<file path="config.mk">
export PLATFORM = sky130hd
export DESIGN_NAME = reg_write_bank
export DESIGN_NICKNAME = d
export VERILOG_FILES = /design/src/rtl/reg_write_bank_pkg.sv /design/src/rtl/reg_write_bank_reg.sv /design/src/rtl/reg_write_bank.sv
export SDC_FILE = /design/constraint.sdc
export NUM_CORES = 1
export LEC_CHECK = 0
export CAP_MARGIN = 20
export CORE_MARGIN = 2
export CORE_UTILIZATION = 35
export CTS_BUF_LIST = sky130_fd_sc_hd__clkbuf_8
export DETAILED_ROUTE_END_ITERATION = 7
export HOLD_SLACK_MARGIN = 0.03
export SYNTH_ARGS = -nofsm -noshare
export SYNTH_HDL_FRONTEND = slang
export SYNTH_HIERARCHICAL = 1
export SYNTH_SLANG_ARGS = --single-unit
</file>
<file path="constraint.sdc">
create_clock -name clk -period 2.7 [get_ports clk]
set_input_delay 0.405 -clock clk [delete_from_list [all_inputs] [get_ports clk]]
set_output_delay 0.405 -clock clk [all_outputs]
set_load 0.01 [all_outputs]
</file>
<file path="src/rtl/reg_write_bank_pkg.sv">
// Shared definitions for the internal 16-bit register bus: register codes,
// default data width and code validity check.
package reg_write_bank_pkg;

    localparam int unsigned BUS_WIDTH = 16;
    localparam int unsigned CODE_W    = 4;
    localparam int unsigned NUM_REGS  = 9;

    localparam logic [CODE_W-1:0] CODE_RA = 4'b0000;
    localparam logic [CODE_W-1:0] CODE_RB = 4'b0001;
    localparam logic [CODE_W-1:0] CODE_RC = 4'b0010;
    localparam logic [CODE_W-1:0] CODE_R1 = 4'b0011;
    localparam logic [CODE_W-1:0] CODE_R2 = 4'b0100;
    localparam logic [CODE_W-1:0] CODE_R3 = 4'b0101;
    localparam logic [CODE_W-1:0] CODE_DR = 4'b0110;
    localparam logic [CODE_W-1:0] CODE_AC = 4'b1001;
    localparam logic [CODE_W-1:0] CODE_PC = 4'b1010;

    // Slot index of each register inside the bank
    localparam int unsigned IDX_RA = 0;
    localparam int unsigned IDX_RB = 1;
    localparam int unsigned IDX_RC = 2;
    localparam int unsigned IDX_R1 = 3;
    localparam int unsigned IDX_R2 = 4;
    localparam int unsigned IDX_R3 = 5;
    localparam int unsigned IDX_DR = 6;
    localparam int unsigned IDX_AC = 7;
    localparam int unsigned IDX_PC = 8;

    function automatic logic is_valid_code(input logic [CODE_W-1:0] code);
        case (code)
            CODE_RA, CODE_RB, CODE_RC, CODE_R1, CODE_R2,
            CODE_R3, CODE_DR, CODE_AC, CODE_PC: return 1'b1;
            default:                             return 1'b0;
        endcase
    endfunction

    function automatic logic [CODE_W-1:0] reg_code(input int unsigned idx);
        case (idx)
            IDX_RA:  return CODE_RA;
            IDX_RB:  return CODE_RB;
            IDX_RC:  return CODE_RC;
            IDX_R1:  return CODE_R1;
            IDX_R2:  return CODE_R2;
            IDX_R3:  return CODE_R3;
            IDX_DR:  return CODE_DR;
            IDX_AC:  return CODE_AC;
            IDX_PC:  return CODE_PC;
            default: return CODE_RA;
        endcase
    endfunction

endpackage

</file>
<file path="src/rtl/reg_write_bank_reg.sv">
// One bank register: clear > load > increment, with registered zero and
// increment-wrap flags that track the register value.
module bus_reg
    import reg_write_bank_pkg::*;
#(
    parameter int unsigned          WIDTH     = BUS_WIDTH,
    parameter logic [WIDTH-1:0]     RESET_VAL = '0
) (
    input  logic             clk,
    input  logic             reset,
    input  logic             i_clr,
    input  logic             i_ld,
    input  logic             i_inc,
    input  logic [WIDTH-1:0] i_d,
    output logic [WIDTH-1:0] o_q,
    output logic             o_zero,
    output logic             o_wrap
);

    logic [WIDTH-1:0] r_q;
    logic             r_zero;
    logic             r_wrap;
    logic [WIDTH-1:0] w_next;
    logic             w_wrap;

    // Next value; wrap only counts when the increment is the winning op
    always_comb begin
        w_next = r_q;
        w_wrap = 1'b0;
        if (i_clr) begin
            w_next = '0;
        end else if (i_ld) begin
            w_next = i_d;
        end else if (i_inc) begin
            w_next = r_q + WIDTH'(1);
            w_wrap = (r_q == {WIDTH{1'b1}});
        end
    end

    always_ff @(posedge clk) begin
        if (reset) begin
            r_q    <= RESET_VAL;
            r_zero <= (RESET_VAL == '0);
            r_wrap <= 1'b0;
        end else begin
            r_q    <= w_next;
            r_zero <= (w_next == '0);
            r_wrap <= w_wrap;
        end
    end

    assign o_q    = r_q;
    assign o_zero = r_zero;
    assign o_wrap = r_wrap;

endmodule

</file>
<file path="src/rtl/reg_write_bank.sv">
// Write side of the internal data bus: decodes write/increment/clear codes
// into the nine architectural registers and raises selection/wrap flags.
module reg_write_bank
    import reg_write_bank_pkg::*;
#(
    parameter int unsigned      WIDTH    = BUS_WIDTH,
    parameter logic [WIDTH-1:0] PC_RESET = '0
) (
    input  logic              clk,
    input  logic              reset,
    input  logic [WIDTH-1:0]  bus_in,
    input  logic              wr_en,
    input  logic [CODE_W-1:0] wr_sel,
    input  logic              inc_en,
    input  logic [CODE_W-1:0] inc_sel,
    input  logic              clr_en,
    input  logic [CODE_W-1:0] clr_sel,
    output logic [WIDTH-1:0]  ra,
    output logic [WIDTH-1:0]  rb,
    output logic [WIDTH-1:0]  rc,
    output logic [WIDTH-1:0]  r1,
    output logic [WIDTH-1:0]  r2,
    output logic [WIDTH-1:0]  r3,
    output logic [WIDTH-1:0]  dr,
    output logic [WIDTH-1:0]  ac,
    output logic [WIDTH-1:0]  pc,
    output logic              ac_zero,
    output logic              sel_err,
    output logic              pc_wrap
);

    logic [NUM_REGS-1:0] w_wr_hit;
    logic [NUM_REGS-1:0] w_inc_hit;
    logic [NUM_REGS-1:0] w_clr_hit;
    logic [NUM_REGS-1:0] w_zero;
    logic [NUM_REGS-1:0] w_wrap;
    logic [WIDTH-1:0]    w_q [NUM_REGS];
    logic                w_sel_err;
    logic                r_sel_err;
    logic                w_unused_flags;

    for (genvar gi = 0; gi < NUM_REGS; gi++) begin : g_reg
        localparam logic [CODE_W-1:0] L_CODE  = reg_code(gi);
        localparam logic [WIDTH-1:0]  L_RESET = (gi == IDX_PC) ? PC_RESET : '0;

        assign w_wr_hit[gi]  = wr_en  && (wr_sel  == L_CODE);
        assign w_inc_hit[gi] = inc_en && (inc_sel == L_CODE);
        assign w_clr_hit[gi] = clr_en && (clr_sel == L_CODE);

        bus_reg #(
            .WIDTH     (WIDTH),
            .RESET_VAL (L_RESET)
        ) u_reg (
            .clk    (clk),
            .reset  (reset),
            .i_clr  (w_clr_hit[gi]),
            .i_ld   (w_wr_hit[gi]),
            .i_inc  (w_inc_hit[gi]),
            .i_d    (bus_in),
            .o_q    (w_q[gi]),
            .o_zero (w_zero[gi]),
            .o_wrap (w_wrap[gi])
        );
    end

    // An enabled strobe with an unmapped code matches no slot and is flagged
    always_comb begin
        w_sel_err = 1'b0;
        if (wr_en  && !is_valid_code(wr_sel))  w_sel_err = 1'b1;
        if (inc_en && !is_valid_code(inc_sel)) w_sel_err = 1'b1;
        if (clr_en && !is_valid_code(clr_sel)) w_sel_err = 1'b1;
    end

    always_ff @(posedge clk) begin
        if (reset) begin
            r_sel_err <= 1'b0;
        end else begin
            r_sel_err <= w_sel_err;
        end
    end

    assign ra      = w_q[IDX_RA];
    assign rb      = w_q[IDX_RB];
    assign rc      = w_q[IDX_RC];
    assign r1      = w_q[IDX_R1];
    assign r2      = w_q[IDX_R2];
    assign r3      = w_q[IDX_R3];
    assign dr      = w_q[IDX_DR];
    assign ac      = w_q[IDX_AC];
    assign pc      = w_q[IDX_PC];
    assign ac_zero = w_zero[IDX_AC];
    assign pc_wrap = w_wrap[IDX_PC];
    assign sel_err = r_sel_err;

    // Only AC's zero flag and PC's wrap flag leave the bank
    assign w_unused_flags = ^{w_zero, w_wrap};

endmodule

</file>
==> metrics.md, run 1 <==
| Metric | Value |
|---|---|
| Status | finished clean |
| Maximum vdd drop | 0.000271 V |
| Nets | 1405 |
| Placed cell areas | 12100 um^2 |
| Total congestion overflow | 0 |
| Number of H-tree levels | 4 |
| Via count | 9545 |
| Syn Nets | 1188 |
| Chip width | 169 um |
| Hold Path Class | in2reg |
| Inserted Diodes | 0 |
| Tmin final | 2530 ps |
| Crit path max-delay family | simple AND/OR/NAND/NOR gates |
| Worst-margin pin slew | 755 ps |
| Critical R2R Launch | g_reg[7].u_reg/o_q[0] |
| Clock root buffer | clkbuf_8 |
| Critical Path End | g_reg[1].u_reg/o_q[15] |
| Final cycle utilization of the critical path | 93.6% |
| Critical Path Stages | 12 |
| Finished Core Util | 46.3% |
| R2R depth | 7 |
| Clock Skews | 15.5 ps |
| DRT antenna net count | 0 |
| Routability Congestion | 0.852 |
| Die Ht | 169 um |
| Setup crit start kind | primary input |
| Area growth syn-to-layout | 30.2% |
| CTS tree | done |
| Pins Over Slew Limit | 0 |
| Worst path bufs/invs | 4 |
| Slew headroom | 49.3% |
| Max Clk Rate | 396 MHz |
| Ports | 180 |
| Starting Density | 35.5% |
| Drc violations | 0 |
| Worst-path clk slew | 90 ps |
| Clock Sinks | 147 |
| GRT Overall Usage | 22.9% |
| Critical Path RT | 3050 ps |
| WL per Instance | 19.4 um |
| Cell chain of the critical path | clkdlybuf4s50_1 > inv_1 > ha_1 > nand2_1 > buf_4 > nor3_1 > buf_4 > nand4_2 > nor4_1 > xnor2_1 > nand2_1 > o211a_1 |
| Initial antenna violation count | 0 |
| Core area | 26900 um^2 |
| Syn avg cell area | 8.43 um^2 |
| Final Hold Vio Count | 0 |
| First-pass GRT wire length | 51.0 mm |
| Hold Buf Count CTS | 0 |
| Final HPWL from detailed placement | 24.0 mm |
| Yosys warnings | 6 |
| Drt first pass iters | 6 |
| Worst-Skew Late Latency | 450 ps |
| Pwr Density | 379 nW/um^2 |
| Final Instance Area | 12400 um^2 |
| Initial DRC Count | 677 |
| Maximum clock insertion buffer count | 2 |
| CP max FO | 8 |
| Row cnt | 60 |
| Total CTS buffers | 17 |
| Worst setup path class | in2reg |
| Largest stage delay, worst path | 450 ps |
| Final WL | 33.1 mm |
| Layout cells sized above 1 | 15.8% |
| Cell area after synthesis | 9550 um^2 |
| Slowest stage cell, crit path | clkdlybuf4s50_1 |
| Via density | 5.60 |
| Critical Path End Type | flip-flop |
| RSZ-0062 raised after global routing | no |
| FF-to-FF setup slack | 620 ps |
| RR Endpoint | g_reg[7].u_reg/o_zero |
| Largest net degree at the start of global routing | 30 |
| Final setup violation count | 0 |
| Critical Path Source | inc_sel[1] |
| Critical Path AT | 2880 ps |
| Final-layout fill cell count | 2649 |
| Synth Instances | 1134 |
| Post-CTS setup buffer count | 0 |
| Vias in the first global route | 8880 |
| Post_cts resized | 0 |
| LEAKAGE | 4.81 nW |
| Port bufs | 179 |
| Maxcap violations | 0 |
| Die area | 28600 um^2 |
worst min-delay path by stage:
stage	from	to	slack (ps)	cells past startpoint
final	reset	g_reg[2].u_reg/o_q[5]	480	2
after global routing	reset	g_reg[0].u_reg/o_q[6]	490	2
after CTS	reset	g_reg[6].u_reg/o_q[5]	460	2
after detailed placement	g_reg[8].u_reg/o_q[15]	g_reg[8].u_reg/o_wrap	490	2
after global placement	g_reg[8].u_reg/o_q[15]	g_reg[8].u_reg/o_wrap	490	2
after floorplan	reset	g_reg[0].u_reg/o_q[1]	480	1
final cells by class:
class	instances	area (um^2)	share of cell area [%]
clock inverter	12	141	1.14
multi-input combinational	861	5930	47.7
inverter	36	135	1.09
clock buffer	18	248	1.99
timing repair buffer	288	2620	21.0
sequential	147	2940	23.7
tap	341	427	3.43
sequential cells by signal (all words and copies together), names as in the netlist:
register and count:
g.u_reg/o_wrap 1, g.u_reg/o_q 144, g.u_reg/o_zero 1, sel_err 1
through the flow:
stage,power [mW],std cells,setup TNS [ps],hold slack [ps],setup slack [ps]
2_1_floorplan,2.57,1134,0,477,482
3_3_place_gp,2.95,1673,-1860,492,-202
3_5_place_dp,2.95,1673,-2630,492,-250
4_1_cts,4.75,1703,0,462,248
5_1_grt,4.89,1703,0,490,78.8
6_report,4.71,1703,0,476,174
routing by layer:
metal / wire, um / vias to the layer above / part of all wire (%) / track usage, %
li1: - / 4578 / - / -
met3: 2180 / 50 / 6.6 / 3.94
met4: 971 / 0 / 2.9 / 8.10
met5: 0 / - / 0 / 0
met1: 16000 / 4546 / 48 / 33.1
met2: 14000 / 371 / 42 / 34.2
cell usage in the layout (no fill, tap or decap), types with 3 or more instances in the layout:
cell / n
a2111oi_0: 9
a211oi_1: 29
a21oi_1: 20
a221o_1: 9
a221oi_2: 11
a221oi_4: 8
a311o_1: 9
and4b_2: 8
buf_4: 108
bufinv_16: 3
clkbuf_8: 18
clkdlybuf4s50_1: 178
clkinv_2: 5
clkinvlp_4: 3
dfxtp_1: 147
ha_1: 21
inv_1: 36
mux2_2: 8
mux2i_1: 36
nand2_1: 60
nand2b_1: 7
nand3_1: 19
nand4_1: 56
nand4_2: 10
nand4_4: 8
nor2_1: 170
nor2b_1: 63
nor3_1: 64
nor3_2: 4
nor4_1: 35
o211a_1: 18
o21ai_0: 48
o311a_1: 18
o31a_1: 10
o31a_2: 8
or2_2: 9
or3_1: 9
xnor2_1: 45
xor2_1: 18
power by group:
group          switching [mW]  internal (mW)  leakage [nW]
Clock                   0.889          0.916         0.197
Combinational           0.336          0.281          3.43
Sequential             0.0777           2.21          1.19
Total                    1.30           3.41          4.81
No activity file was read; power rests on OpenSTA's default activity.
==> inputs of run 2 (changes only) <==
Settings changed: CORE_ASPECT_RATIO set to 0.6, CTS_BUF_LIST sky130_fd_sc_hd__clkbuf_8 to sky130_fd_sc_hd__clkbuf_8 sky130_fd_sc_hd__clkbuf_16, DONT_BUFFER_PORTS set to 1.
==> run 2 against run 1 <==
  * Critical path depth down 6
  * Clock power up 45%
  * Design area down 16%
  * Routed wire length up 2.5%
  * Combinational power down 50%
  * Count of clock-buffer cells in the layout up 3
  * Sequential share of layout area up 4.6 points
  * Sequential cell count unchanged
  * Maximum frequency up 11%
  * Worst setup slack better by 260 ps
==> metrics.md, run 2 (synthesis gave the netlist of run 1 again) <==
| Metric | Value |
|---|---|
| Final Instance Area | 10400 um^2 |
| Clock root buffer | clkbuf_16 |
| Pins Over Slew Limit | 0 |
| Final setup violation count | 0 |
| RSZ-0062 raised after global routing | no |
| Hold Path Class | in2reg |
| Maxcap violations | 0 |
| Starting Density | 35.9% |
| Most frequent cells in the layout | nor2_1, dfxtp_1, nor3_1, nor2b_1, nand2_1 |
| Number of H-tree levels | 4 |
| Maximum clock insertion buffer count | 2 |
| FF-to-FF setup slack | 430 ps |
| Die area | 28700 um^2 |
| Critical Path AT | 2620 ps |
| Worst-Skew Late Latency | 440 ps |
| Final Hold Vio Count | 0 |
| Status | finished clean |
| Hold path start | bus_in[4] |
| Slew headroom | 48.1% |
| Via count | 8726 |
| Core area | 26600 um^2 |
| Setup TNS | 0 ps |
| Area growth syn-to-layout | 8.98% |
| Die Ht | 132 um |
| Drc violations | 0 |
| Row cnt | 46 |
| GRT Overall Usage | 23.4% |
| WL per Instance | 23.0 um |
| Initial antenna violation count | 0 |
| Total congestion overflow | 0 |
| Final HPWL from detailed placement | 22.9 mm |
| LEAKAGE | 3.98 nW |
| Critical Path RT | 3050 ps |
| Tmin final | 2270 ps |
| Final WL | 33.9 mm |
| Vias in the first global route | 7867 |
| First-pass GRT wire length | 50.7 mm |
| Worst-path clk slew | 70 ps |
| Max reg flops | 144 |
| Maximum vdd drop | 0.000299 V |
| Via density | 5.92 |
| Initial DRC Count | 890 |
| Routability Congestion | 0.874 |
| Worst setup path class | reg2reg |
| Largest net degree at the start of global routing | 31 |
| R2R depth | 6 |
| Critical R2R Launch | g_reg[7].u_reg/o_q[1] |
| Drt first pass iters | 5 |
| Critical Path End Type | flip-flop |
| Placed cell areas | 9730 um^2 |
| Hold Path Depth | 1 |
| RR Endpoint | g_reg[7].u_reg/o_zero |
| Final-layout fill cell count | 2617 |
| Port bufs | 0 |
| Final cycle utilization of the critical path | 84.0% |
| Layout cells sized above 1 | 12.7% |
| Max Clk Rate | 441 MHz |
| Chip width | 217 um |
| Pwr Density | 506 nW/um^2 |
| Setup crit start kind | flip-flop |
| Worst hold endpoint | g_reg[1].u_reg/o_q[4] |
| Ports | 180 |
| Total CTS buffers | 17 |
| Clock Sinks | 147 |
| DRT antenna net count | 0 |
| Worst-margin pin slew | 772 ps |
| Most common cell after layout, fill and taps aside | nor2_1 |
| CP max FO | 6 |
| Clock Skews | 9.48 ps |
| CTS tree | done |
| Nets | 1155 |
| Total Power | 5.27 mW |
## run 2: cell types whose count changed in the layout (fill, tap and decap cells not counted), moves of 2 or more
cell	delta
clkinv_2	-2
clkdlybuf4s50_1	-178
buf_4	-74
clkbuf_16	+17
clkbuf_8	-14
dlygate4sd3_1	+2
## run 2: worst max path at each step
stage	startpoint	endpoint	slack, ps	cells past startpoint
after floorplan	inc_sel[1]	g_reg[7].u_reg/o_zero	480	11
after global placement	inc_sel[1]	g_reg[7].u_reg/o_zero	310	10
after detailed placement	inc_sel[1]	g_reg[7].u_reg/o_zero	210	10
after CTS	g_reg[7].u_reg/o_q[0]	g_reg[7].u_reg/o_zero	480	6
after global routing	g_reg[7].u_reg/o_q[1]	g_reg[7].u_reg/o_zero	320	6
final	g_reg[7].u_reg/o_q[1]	g_reg[7].u_reg/o_zero	430	6
## run 2: worst max-delay path, cell delays in order (launching register included)
cell	delay, ps
dfxtp_1	500
ha_1	320
nand4_1	260
o311a_1	410
a221oi_4	210
o2111ai_1	190
a221oi_2	290
## run 2: repair_timing
item	CTS	global route
setup buffers	0	0
endpoints found under the hold margin	30	0
resized for setup	0	0
hold buffers	3	0
## run 2: final cells by class
class / instances / area, um^2 / share of cell area [%]
multi-input combinational: 861 / 5930 / 56.9
timing repair buffer: 38 / 315 / 3.03
sequential: 147 / 2940 / 28.3
inverter: 36 / 135 / 1.30
tap: 360 / 450 / 4.33
clock inverter: 11 / 158 / 1.51
clock buffer: 21 / 480 / 4.61
antenna: 1 / 2.50 / 0.0240
## run 2: metal layers
layer | GRT usage [%] | vias up | wire, um | share of wire (%)
li1 | - | 4095 | - | -
met1 | 33.7 | 4211 | 16000 | 47
met2 | 31.9 | 387 | 13700 | 40
met3 | 9.07 | 33 | 3730 | 11
met4 | 6.43 | 0 | 503 | 1.5
met5 | 0 | - | 0 | 0
## run 2: per-stage QoR
step	std cells	hold WS (ps)	utilization (%)	setup slack, ps
CTS	1474	76.8	39.1	477
finish	1475	107	39.1	433
global placement	1439	485	36.5	308
floorplan	1134	477	-	482
global route	1474	80.9	39.1	316
detailed placement	1439	486	36.5	214
## run 2: power by group
group	internal [mW]	switching (mW)
logic	0.134	0.173
registers	2.22	0.109
clock network	1.63	0.998
total	3.99	1.28
